File: src/rtl/key_evt_pkg.sv
// Shared constants for the key event arbiter: event type codes and the
// two-state arbitration FSM encoding.
package key_evt_pkg;

    localparam logic [1:0] EVT_PRESS   = 2'b00;
    localparam logic [1:0] EVT_RELEASE = 2'b01;
    localparam logic [1:0] EVT_HOLD    = 2'b10;

    typedef enum logic {
        ARB  = 1'b0,
        SEND = 1'b1
    } arb_state_t;

endpackage

File: src/rtl/key_hold_timer.sv
// Per-key long-press timer, present only when LONG_PRESS_EN is defined.
// Starts counting on a press strobe, stops on a release strobe, and emits a
// single one-cycle hold pulse once the key has been held HOLD_CYCLES cycles.
// The counter then stays idle until the next press.
`ifdef LONG_PRESS_EN
module key_hold_timer
    import key_evt_pkg::*;
#(
    parameter int HOLD_CYCLES = 50_000_000,
    localparam int CW = (HOLD_CYCLES > 1) ? $clog2(HOLD_CYCLES) : 1
) (
    input  logic sys_clk,
    input  logic sys_rst_n,
    input  logic press_i,
    input  logic release_i,
    output logic hold_o
);

    localparam logic [CW-1:0] HOLD_LAST = CW'(HOLD_CYCLES - 1);

    logic [CW-1:0] cnt_q, cnt_d;
    logic          active_q, active_d;

    assign hold_o = active_q && (cnt_q == HOLD_LAST);

    // Next-state: restart on press, disarm on release or once the hold fires
    always_comb begin
        cnt_d    = cnt_q;
        active_d = active_q;
        if (press_i) begin
            cnt_d    = '0;
            active_d = 1'b1;
        end else if (release_i) begin
            cnt_d    = '0;
            active_d = 1'b0;
        end else if (active_q) begin
            if (cnt_q == HOLD_LAST) begin
                active_d = 1'b0;
            end else begin
                cnt_d = cnt_q + 1'b1;
            end
        end
    end

    // Counter and armed flag registers
    always_ff @(posedge sys_clk) begin
        if (!sys_rst_n) begin
            cnt_q    <= '0;
            active_q <= 1'b0;
        end else begin
            cnt_q    <= cnt_d;
            active_q <= active_d;
        end
    end

endmodule
`endif

File: src/rtl/key_event_arbiter.sv
// Serialises press/release (and optional hold) events from a bank of
// debounced keys into one valid/ready event stream. Each key owns a
// one-deep slot; a round-robin scan picks the next full slot and a two-state
// FSM (ARB/SEND) presents it until the consumer accepts it.
// Optional feature: define LONG_PRESS_EN to add per-key hold timers that post
// a HOLD event once per press after HOLD_CYCLES cycles.
module key_event_arbiter
    import key_evt_pkg::*;
#(
    parameter int   NUM_KEYS    = 4,
    parameter logic KEY_ACTIVE  = 1'b0,
    parameter int   HOLD_CYCLES = 50_000_000,
    localparam int  KW          = (NUM_KEYS > 1) ? $clog2(NUM_KEYS) : 1
) (
    input  logic                sys_clk,
    input  logic                sys_rst_n,
    input  logic [NUM_KEYS-1:0] key_flag,
    input  logic [NUM_KEYS-1:0] key_value,
    output logic                evt_valid,
    input  logic                evt_ready,
    output logic [KW-1:0]       evt_key,
    output logic [1:0]          evt_type,
    output logic                evt_overflow
);

    logic [NUM_KEYS-1:0]       slot_full_q, slot_full_d;
    logic [NUM_KEYS-1:0][1:0]  slot_type_q, slot_type_d;
    logic                      overflow_q, overflow_d;

    arb_state_t                state_q, state_d;
    logic                      evt_valid_q, evt_valid_d;
    logic [KW-1:0]             evt_key_q, evt_key_d;
    logic [1:0]                evt_type_q, evt_type_d;
    logic [KW-1:0]             rr_q, rr_d;

    logic                      consume;
    logic                      grant_found;
    logic [KW-1:0]             grant_idx;
    logic [KW-1:0]             scan_idx;
    int                        scan_pos;
    logic                      new_evt;
    logic [1:0]                new_type;

    assign consume = (state_q == SEND) && evt_valid_q && evt_ready;

`ifdef LONG_PRESS_EN
    logic [NUM_KEYS-1:0] hold_pulse;

    for (genvar g = 0; g < NUM_KEYS; g++) begin : g_hold
        key_hold_timer #(
            .HOLD_CYCLES (HOLD_CYCLES)
        ) u_hold_timer (
            .sys_clk   (sys_clk),
            .sys_rst_n (sys_rst_n),
            .press_i   (key_flag[g] && (key_value[g] == KEY_ACTIVE)),
            .release_i (key_flag[g] && (key_value[g] != KEY_ACTIVE)),
            .hold_o    (hold_pulse[g])
        );
    end
`else
    logic unused_hold_cfg;
    assign unused_hold_cfg = ^HOLD_CYCLES;
`endif

    // Slot update: capture new events, free the slot being accepted, flag drops
    always_comb begin
        slot_full_d = slot_full_q;
        slot_type_d = slot_type_q;
        overflow_d  = 1'b0;
        new_evt     = 1'b0;
        new_type    = EVT_PRESS;
        if (consume) begin
            slot_full_d[evt_key_q] = 1'b0;
        end
        for (int i = 0; i < NUM_KEYS; i++) begin
            new_evt  = 1'b0;
            new_type = EVT_PRESS;
            if (key_flag[i]) begin
                new_evt  = 1'b1;
                new_type = (key_value[i] == KEY_ACTIVE) ? EVT_PRESS : EVT_RELEASE;
            end
`ifdef LONG_PRESS_EN
            else if (hold_pulse[i]) begin
                new_evt  = 1'b1;
                new_type = EVT_HOLD;
            end
            // A press/release colliding with the hold wins; the hold is lost
            if (key_flag[i] && hold_pulse[i]) begin
                overflow_d = 1'b1;
            end
`endif
            if (new_evt) begin
                if (slot_full_q[i] && !(consume && (evt_key_q == KW'(i)))) begin
                    overflow_d = 1'b1;
                end else begin
                    slot_full_d[i] = 1'b1;
                    slot_type_d[i] = new_type;
                end
            end
        end
    end

    // Round-robin scan: first full slot at or after the rr pointer, wrapping
    always_comb begin
        grant_found = 1'b0;
        grant_idx   = '0;
        scan_idx    = '0;
        scan_pos    = 0;
        for (int k = 0; k < NUM_KEYS; k++) begin
            scan_pos = (int'(rr_q) + k) % NUM_KEYS;
            scan_idx = KW'(scan_pos);
            if (!grant_found && slot_full_q[scan_idx]) begin
                grant_found = 1'b1;
                grant_idx   = scan_idx;
            end
        end
    end

    // FSM next-state: ARB loads a winner, SEND waits for the handshake
    always_comb begin
        state_d     = state_q;
        evt_valid_d = evt_valid_q;
        evt_key_d   = evt_key_q;
        evt_type_d  = evt_type_q;
        rr_d        = rr_q;
        case (state_q)
            ARB: begin
                if (grant_found) begin
                    evt_key_d   = grant_idx;
                    evt_type_d  = slot_type_q[grant_idx];
                    evt_valid_d = 1'b1;
                    state_d     = SEND;
                end
            end
            SEND: begin
                if (consume) begin
                    evt_valid_d = 1'b0;
                    rr_d        = (evt_key_q == KW'(NUM_KEYS - 1)) ? '0 : evt_key_q + 1'b1;
                    state_d     = ARB;
                end
            end
            default: state_d = ARB;
        endcase
    end

    // Slot array and overflow pulse registers
    always_ff @(posedge sys_clk) begin
        if (!sys_rst_n) begin
            slot_full_q <= '0;
            slot_type_q <= '0;
            overflow_q  <= 1'b0;
        end else begin
            slot_full_q <= slot_full_d;
            slot_type_q <= slot_type_d;
            overflow_q  <= overflow_d;
        end
    end

    // FSM state, registered event outputs and rr pointer
    always_ff @(posedge sys_clk) begin
        if (!sys_rst_n) begin
            state_q     <= ARB;
            evt_valid_q <= 1'b0;
            evt_key_q   <= '0;
            evt_type_q  <= EVT_PRESS;
            rr_q        <= '0;
        end else begin
            state_q     <= state_d;
            evt_valid_q <= evt_valid_d;
            evt_key_q   <= evt_key_d;
            evt_type_q  <= evt_type_d;
            rr_q        <= rr_d;
        end
    end

    assign evt_valid    = evt_valid_q;
    assign evt_key      = evt_key_q;
    assign evt_type     = evt_type_q;
    assign evt_overflow = overflow_q;

endmodule

File: config.mk
export PLATFORM = sky130hd
export DESIGN_NAME = key_event_arbiter
export DESIGN_NICKNAME = d
export VERILOG_FILES = /design/src/rtl/key_evt_pkg.sv /design/src/rtl/key_hold_timer.sv /design/src/rtl/key_event_arbiter.sv
export SDC_FILE = /design/constraint.sdc
export NUM_CORES = 1
export LEC_CHECK = 0
export BUFFER_PORTS_ARGS = -buffer_cell sky130_fd_sc_hd__buf_2
export CAP_MARGIN = 20
export CORE_UTILIZATION = 45
export CTS_CLUSTER_DIAMETER = 60
export DETAILED_ROUTE_END_ITERATION = 8
export PLACE_DENSITY = 0.67
export SLEW_MARGIN = 20
export SYNTH_ARGS = -nofsm -noshare
export SYNTH_HDL_FRONTEND = slang
export SYNTH_SLANG_ARGS = --single-unit
File: constraint.sdc
create_clock -name sys_clk -period 2.03 [get_ports sys_clk]
set_input_delay 0.1015 -clock sys_clk [delete_from_list [all_inputs] [get_ports sys_clk]]
set_output_delay 0.1015 -clock sys_clk [all_outputs]
set_load 0.005 [all_outputs]
# Word-level counts from Yosys, hierarchy flattened
# Index checks and enable logic that the tools add are counted.
[op_classes] addsub=4 n_lt_le_gt_ge=7 n_eq_ne=5 mux=56 n_bitwise=7 reduce_logical=29
[ops] operator="$mux W1" count=41
[ops] operator="$lt A2 B3 Y1 const B" count=6
[ops] operator="$logic_and A1 B1 Y1" count=14
[ops] operator="$reduce_and A2 Y1" count=7
[ops] operator="$mux W2" count=6
[ops] operator="$bmux W1 S2" count=4
[ops] operator="$logic_not A1 Y1" count=7
[ops] operator="$not A1 Y1" count=5
[ops] operator="$add A2 B1 Y2 const B" count=2
[ops] operator="$add A2 B2 Y2 const B" count=2
[ops] operator="$and A4 B4 Y4" count=1
[ops] operator="$bmux W2 S2" count=1
[ops] operator="$eq A2 B2 Y1 const B" count=2
[ops] operator="$mux W4" count=1
[ops] operator="$not A4 Y4" count=1
[ops] operator="$pmux W1 S2" count=2
[ops] operator="$demux W1 S2" count=1
[ops] operator="$eq A2 B1 Y1 const B" count=1
[ops] operator="$ge A2 B1 Y1 const B" count=1
[ops] operator="$logic_not A2 Y1" count=1
[ops] operator="$ne A2 B1 Y1 const B" count=1
[ops] operator="$ne A2 B2 Y1 const B" count=1
[word_totals] regBits=21 inputBits=11 out_inout_bits=6 elab_cells=119

# Depth between registers and ports, before layout
# Gate-level depths: netlist (run 1).
[depth] word_depth=14 ltp_mapped=6 ltp_nobuf=6

# Worst setup path after synthesis (run 1)
# No wires, ideal clock.
[synth_path] kind="flip-flop to flip-flop" from="reg rr_q[1]" to="reg evt_type_q[0] (netlist: evt_type[0])" arrival_ns=1.257 slack_ns=0.635 path_stages_with_launch=7 n_path_buf=1 cell_sequence="dfxtp_1 buf_6 mux2i_4 nor3b_1 a41o_1 o311ai_2 o311ai_2"
[synth_via] elab_chain_cells=14
[synth_rtl] element="start: declaration" line="key_event_arbiter.sv:34" rtl="logic [KW-1:0] rr_q, rr_d;"
[synth_rtl] element="start signal: assignment" line="key_event_arbiter.sv:172" rtl="rr_q <= rr_d;"
[synth_rtl] element="branches (longest 14 deep; another with $add A2 B1 Y2)"
[synth_rtl] element="end signal: assignment" line="key_event_arbiter.sv:171" rtl="evt_type_q <= evt_type_d;"
[synth_rtl] element="end: declaration" line="key_event_arbiter.sv:33" rtl="logic [1:0] evt_type_q, evt_type_d;"
# Parallel ways; which one is timed is not known. The select of a mux whose other input is x is not followed.
# A chain may end at the register's enable or synchronous reset.

# Worst setup path in the final report (run 1)
# Ends and elaborated chain as after synthesis.

==> results of run 1 <==
[final timing paths]
check | endpoint | slack, ps | cells after the start
min reg2reg | state_q | 510 | 2
min | slot_full_q[2] | 40 | 2
max reg2reg | evt_type[0] | 430 | 5
max | evt_type[0] | 430 | 5
[cell usage in the layout (no fill, tap or decap)]
| master | n |
|---|---|
| inv_1 | 6 |
| clkbuf_4 | 3 |
| nor2_2 | 1 |
| dfxtp_1 | 16 |
| nand3_1 | 1 |
| a21boi_0 | 2 |
| a41o_1 | 1 |
| and3_1 | 1 |
| nor4_2 | 1 |
| o21a_1 | 5 |
| a21oi_1 | 6 |
| o21ai_0 | 2 |
| nand2b_1 | 1 |
| o311ai_2 | 2 |
| mux2i_4 | 1 |
| buf_2 | 15 |
| nand2_1 | 5 |
| nor3_1 | 1 |
| clkbuf_8 | 1 |
| nor3b_1 | 2 |
| and2_1 | 3 |
| nor2_1 | 5 |
| conb_1 | 1 |
| nor2b_1 | 9 |
| o22ai_1 | 1 |
| a21boi_1 | 2 |
| o2bb2ai_1 | 1 |
| a22oi_1 | 2 |
| nor3_2 | 1 |
| a21oi_2 | 1 |
| ha_1 | 4 |
| mux2i_1 | 7 |
| o211ai_1 | 1 |
[final cells by class]
type                       instances  area (µm²)
fill                             178         776
multi-input combinational         70         522
sequential                        16         320
timing repair buffer              15        75.1
clock buffer                       4        36.3
tap                               25        31.3
inverter                           6        22.5
[logic make-up (layout without fill, tap and decap cells)]
group,Yosys count,count (layout),share of synthesized area [%]
AO/OA/AOI/OAI,26,26,22.0
adder cells (fa/ha/maj),4,4,5.61
buffers and inverters,10,25,5.61
flip-flops,16,16,35.9
multiplexers,8,8,10.4
other,1,1,0.420
AND/OR/NAND/NOR,31,31,20.1
[layer usage]
metal / GRT usage [%] / wire [µm] / vias up
met5: 0 / 0 / -
met3: 5.88 / 63 / 2
met4: 3.53 / 14 / 0
li1: - / - / 363
met1: 23.7 / 836 / 334
met2: 28.6 / 748 / 11
[stage by stage]
step	hold WS, ps	instances	total power, mW	worst slack (ps)	util, %
detailed placement	337	132	0.498	447	54.5
finish	36.9	136	0.705	432	56.5
CTS	31.4	136	0.713	431	56.5
floorplan	226	96	0.457	635	-
global placement	334	132	0.496	510	54.5
global route	32.0	136	0.744	335	56.5
[registers in the layout, indices dropped and copies added (netlist names)]
signal        cells
evt_overflow      1
rr_q              2
evt_type          1
slot_type_q       4
state_q           1
evt_key           2
evt_valid         1
slot_full_q       4
[worst max-delay path, delay by kind of cell (launching register included)]
kind               cells  cell delay (ps)
AOI/OAI and AO/OA      3              580
muxes                  1              310
and+or+nand+nor        1               70
DFF                    1              510
[power by group through the flow]
stage                     Sequential (mW)  Clock, mW  Combinational (mW)
after floorplan                     0.365          0              0.0919
after global placement              0.371          0               0.125
after detailed placement            0.371          0               0.127
after CTS                           0.364      0.222               0.127
after global routing                0.368      0.233               0.143
final                               0.364      0.215               0.125
==> reports/results.ini, run 1 <==
[run_status]
status=finished, final reports clean

[place]
hpwlAfterDp_um=1260
post_dp_cell_area_um2=971
port_buffers=15
gp_congestion=0.882

[logic_synthesis]
yosys.cell_types.count=34
ys_async_sr_fraction_pct=0
synth_top_area_share_pct=35.9
syn_area_um2=892
syn_area_per_cell_um2=9.29
synthCells=96
synth_most_common_cell=dfxtp_1
ys_seq_elements=16
synth-edff-count=0
yosys.area.top_type=dfxtp_1
ys_warn_count=0
synthFlopType=dfxtp_1
netlist_top_cells_count=dfxtp_1 (16), nor2b_1 (9), mux2i_1 (7)
netlist_top_cells_area=dfxtp_1 (36%), mux2i_1 (7.9%), nor2b_1 (6.3%)
synth_fp_nets=111
ys_seq_area_share_pct=35.9

[floorplan]
core-area_mm2=0.00178
die_area_mm2=0.00216
die_w_um=46.5
die_h_um=46.5
row_count=15
io_pins=17
start_util_pct=50.0

[global_routing]
grt_use_total_pct=18.0
grt_max_degree=18
grt_pass1_wl_um=2670
grt_overflow_total=0
grt_pass1_vias=607
antenna_found_initial=0

[clock_tree]
cts_max_level=1
cts.sinks=16
cts_resized=0
clkLatencyLatePin_ps=290
tritoncts=built
cts_made_buffers=3
clk_pin_slew_worst_paths_ps=100
cts_hold_buf=0
cts_buffer_depth=2
cts_setup_buffers=0
root_buffer=clkbuf_4

[detailed_routing]
ant_nets=0
wl_per_cell_um=12.2
drc=0
routed_wl_um=1660
drt_iter0_drc=8
firstDrtPassIters=4
via_per_inst=5.22
vias=710

[power_and_ir_drop]
combPwrFrac_pct=17.8
clkPwrFrac_pct=30.6
p_switching_mw=0.197
pwr_density_cell_mw_per_mm2=700
swShare_pct=28.0
leakage_nw=0.431
peakVddDrop_v=0.000477
p_int_mw=0.508
seqPwrFrac_pct=51.7

[sta]
rsz0062_at_grt=no
period_minus_slack_ps=1600
timing.final.crit_share_pct=78.7
final_max_slew_viol_count=0
fin_setup_tns_ps=0
final_hold_viol_count=0
finClkSkew_ps=4.58
setup_viol=0
max_freq_mhz=626

[critical_path]
crit_type=register to register
cpMostUsedCell=o311ai_2
critPathRequiredTime_ps=2200
crit_chain=mux2i_4 > nor3b_1 > a41o_1 > o311ai_2 > o311ai_2
cp_slowest_stage_delay_ps=510
r2r-start=rr_q[1]
critPathLaunch=rr_q[1]
cp.arrival_ps=1770
cp_slowest_cell=dfxtp_1
cp_max_fo=7
worstSetupEndpointType=register
crit_path_start_kind=register

[worst_hold_path]
worstHoldPathType=primary input to register
min_from=key_flag[2]

[cells_and_area]
drive_gt1_share_pct=23.4
antenna_cells=0
final_area_mm2=0.00101
layout.nets=127
area_growth_pct=12.9

[run]
drv_cap=0

Power figures use the tool's default switching activity.
==> run 2, diff against run 1 <==
--- a/config.mk
+++ b/config.mk
@@ -10,7 +10,7 @@
 export CORE_UTILIZATION = 45
 export CTS_CLUSTER_DIAMETER = 60
 export DETAILED_ROUTE_END_ITERATION = 8
-export PLACE_DENSITY = 0.67
+export PLACE_DENSITY = 0.7
 export SLEW_MARGIN = 20
 export SYNTH_ARGS = -nofsm -noshare
 export SYNTH_HDL_FRONTEND = slang
==> constraint.sdc (replaced) <==
create_clock -name sys_clk -period 1.4 [get_ports sys_clk]
set_input_delay 0.07 -clock sys_clk [delete_from_list [all_inputs] [get_ports sys_clk]]
set_output_delay 0.07 -clock sys_clk [all_outputs]
set_load 0.005 [all_outputs]
==> run 2 against run 1 <==
  * The flow now finishes with violations (negative setup slack)
  * Final cell count rose by 5.9%
  * Non-clock buffer count grew 8
  * Via count is 4.6% higher
  * Critical path depth unchanged
  * Final area rose by 8.9%
  * Sequential power up 43%
  * Global-route usage up 0.19 points
  * Power rose by 48%
  * Die area unchanged
  * Count of clock-buffer cells in the layout is the same
  * First-iteration DRC count is 38% higher
  * Worst hold slack lost 16 ps
  * Critical endpoint unchanged
  * Largest cell class unchanged
==> reports/results.ini, run 2 (synthesized netlist as in run 1, its figures left out) <==
[run_status]
status=finished, violations left
violations=negative setup slack

[clock_tree]
clkLatencyLatePin_ps=280
cts_setup_buffers=0
clk_pin_slew_worst_paths_ps=100
root_buffer=clkbuf_4
cts_max_level=1
cts_hold_buf=0
cts_made_buffers=3
tritoncts=built
cts_buffer_depth=2
cts.sinks=16

[cells_and_area]
layout_common_cells=buf_2 (15), dfxtp_1 (13), nor2b_1 (9), buf_4 (8), mux2i_1 (7)
largestRegisters=slot_full_q x4, slot_type_q x4
layout_commonest_cell=buf_2
layout.nets=135
regArea_um2=327
drive_gt1_share_pct=36.1
multi_input_comb_area_um2=546
final_area_mm2=0.00110
area_growth_pct=23.0
final.fill_count=161
antenna_cells=0
final_core_util_pct=61.5

[run]
drv_cap=0

[detailed_routing]
m1WireLength_um=836
firstDrtPassIters=4
wl_per_cell_um=11.9
ant_nets=0
wl_met2_um=825
routed_wl_um=1720
wl_met3_um=40
via_per_inst=5.16
drc=0
top_layer_used=met4
vias=743
drt_iter0_drc=11

[floorplan]
die_h_um=46.5
core-area_mm2=0.00178
io_pins=17
die_w_um=46.5
die_area_mm2=0.00216
start_util_pct=50.0
row_count=15

[place]
post_dp_cell_area_mm2=0.00103
gp_congestion=0.853
hpwlAfterDp_um=1350
port_buffers=15

[critical_path]
critPathRequiredTime_ps=1560
worstSetupEndpointType=register
crit_path_start_kind=register
cp_top_family=compound AO/OA/AOI/OAI gates
cp_max_fo=5
cp_slowest_cell=dfxtp_4
cp_slowest_stage_delay_ps=400
cp.arrival_ps=1590
crit_type=register to register
cp_num_cells=5
path_buf_inv=0
cpMostUsedCell=o311ai_2
crit_chain=mux2i_4 > nor3b_2 > a41o_1 > o311ai_2 > o311ai_2
reg2regPathDepth=5

[sta]
setup_viol=1
finClkSkew_ps=5.24
fin_setup_tns_ps=-30.5
setup_slack_ps=-30.5
max_freq_mhz=699
timing.final.crit_share_pct=102
final_hold_viol_count=0
period_minus_slack_ps=1430
rsz0062_at_grt=yes
final_max_slew_viol_count=0

[global_routing]
grt_pass1_wl_um=2750
grt_use_total_pct=18.2
grt_max_degree=18
grt_pass1_vias=655
antenna_found_initial=0
grt_overflow_total=0

[power_and_ir_drop]
seqPwrFrac_pct=49.9
swShare_pct=27.3
peakVddDrop_v=0.000690
p_switching_mw=0.285
pwr_density_cell_mw_per_mm2=954
clkPwrFrac_pct=28.8
combPwrFrac_pct=21.3
leakage_nw=0.474
p_int_mw=0.761

[worst_hold_path]
hold_depth=2
worstHoldPathType=primary input to register

## run 2: cell types whose count changed in the layout (fill, tap and decap cells not counted), moves of 2 or more
cell      before  now
buf_4          0    8
a21boi_2       0    2
dfxtp_1       16   13
dfxtp_2        0    2
a21boi_1       2    0
## run 2: layout make-up
| cell class | count | area share [%] |
|---|---|---|
| well taps | 25 | 2.85 |
| repair buffers | 23 | 12.3 |
| clock buffers | 4 | 3.31 |
| multi-input cells | 70 | 49.7 |
| inverters | 6 | 2.05 |
| flip-flops and latches | 16 | 29.8 |
## run 2: routing by layer
metal / track usage, % / vias to the layer above
met4: 7.06 / 0
met3: 2.35 / 2
met2: 29.7 / 13
li1: - / 382
met1: 24.0 / 346
met5: 0 / -
## run 2: what timing repair did
| action | 4_1_cts | 5_1_grt |
|---|---|---|
| gates cloned | 0 | 0 |
| gates resized for setup | 4 | 7 |
| endpoints found under the setup margin | 3 | 6 |
| pin swaps | 1 | 1 |
## run 2: stage by stage
stage / power, mW / worst slack [ps] / hold WS (ps) / instances
6_report: 1.05 / -30.5 / 20.8 / 144
5_1_grt: 1.10 / -135 / 24.3 / 144
4_1_cts: 1.05 / -40.2 / 9.18 / 144
3_5_place_dp: 0.744 / -167 / 306 / 140
3_3_place_gp: 0.741 / -85.3 / 302 / 140
2_1_floorplan: 0.663 / 5.23 / 194 / 96
## run 2: worst paths after layout
path	start	to	slack, ps
worst max-delay path	rr_q[1]	evt_type[0]	-30
worst min-delay path	key_flag[2]	slot_full_q[2]	20
worst max register to register	rr_q[1]	evt_type[0]	-30
worst min register to register	evt_valid	evt_valid	510
## run 2: power by group through the flow
stage / clock network (mW) / registers (mW) / logic, mW
final: 0.302 / 0.522 / 0.222
after floorplan: 0 / 0.530 / 0.133
after CTS: 0.313 / 0.522 / 0.214
after global routing: 0.324 / 0.528 / 0.245
after global placement: 0 / 0.532 / 0.209
after detailed placement: 0 / 0.533 / 0.211
## run 2: worst reg2reg max path, stage by stage, from the launching register on
cell	delay, ps
dfxtp_4	400
mux2i_4	260
nor3b_2	70
a41o_1	210
o311ai_2	240
o311ai_2	140
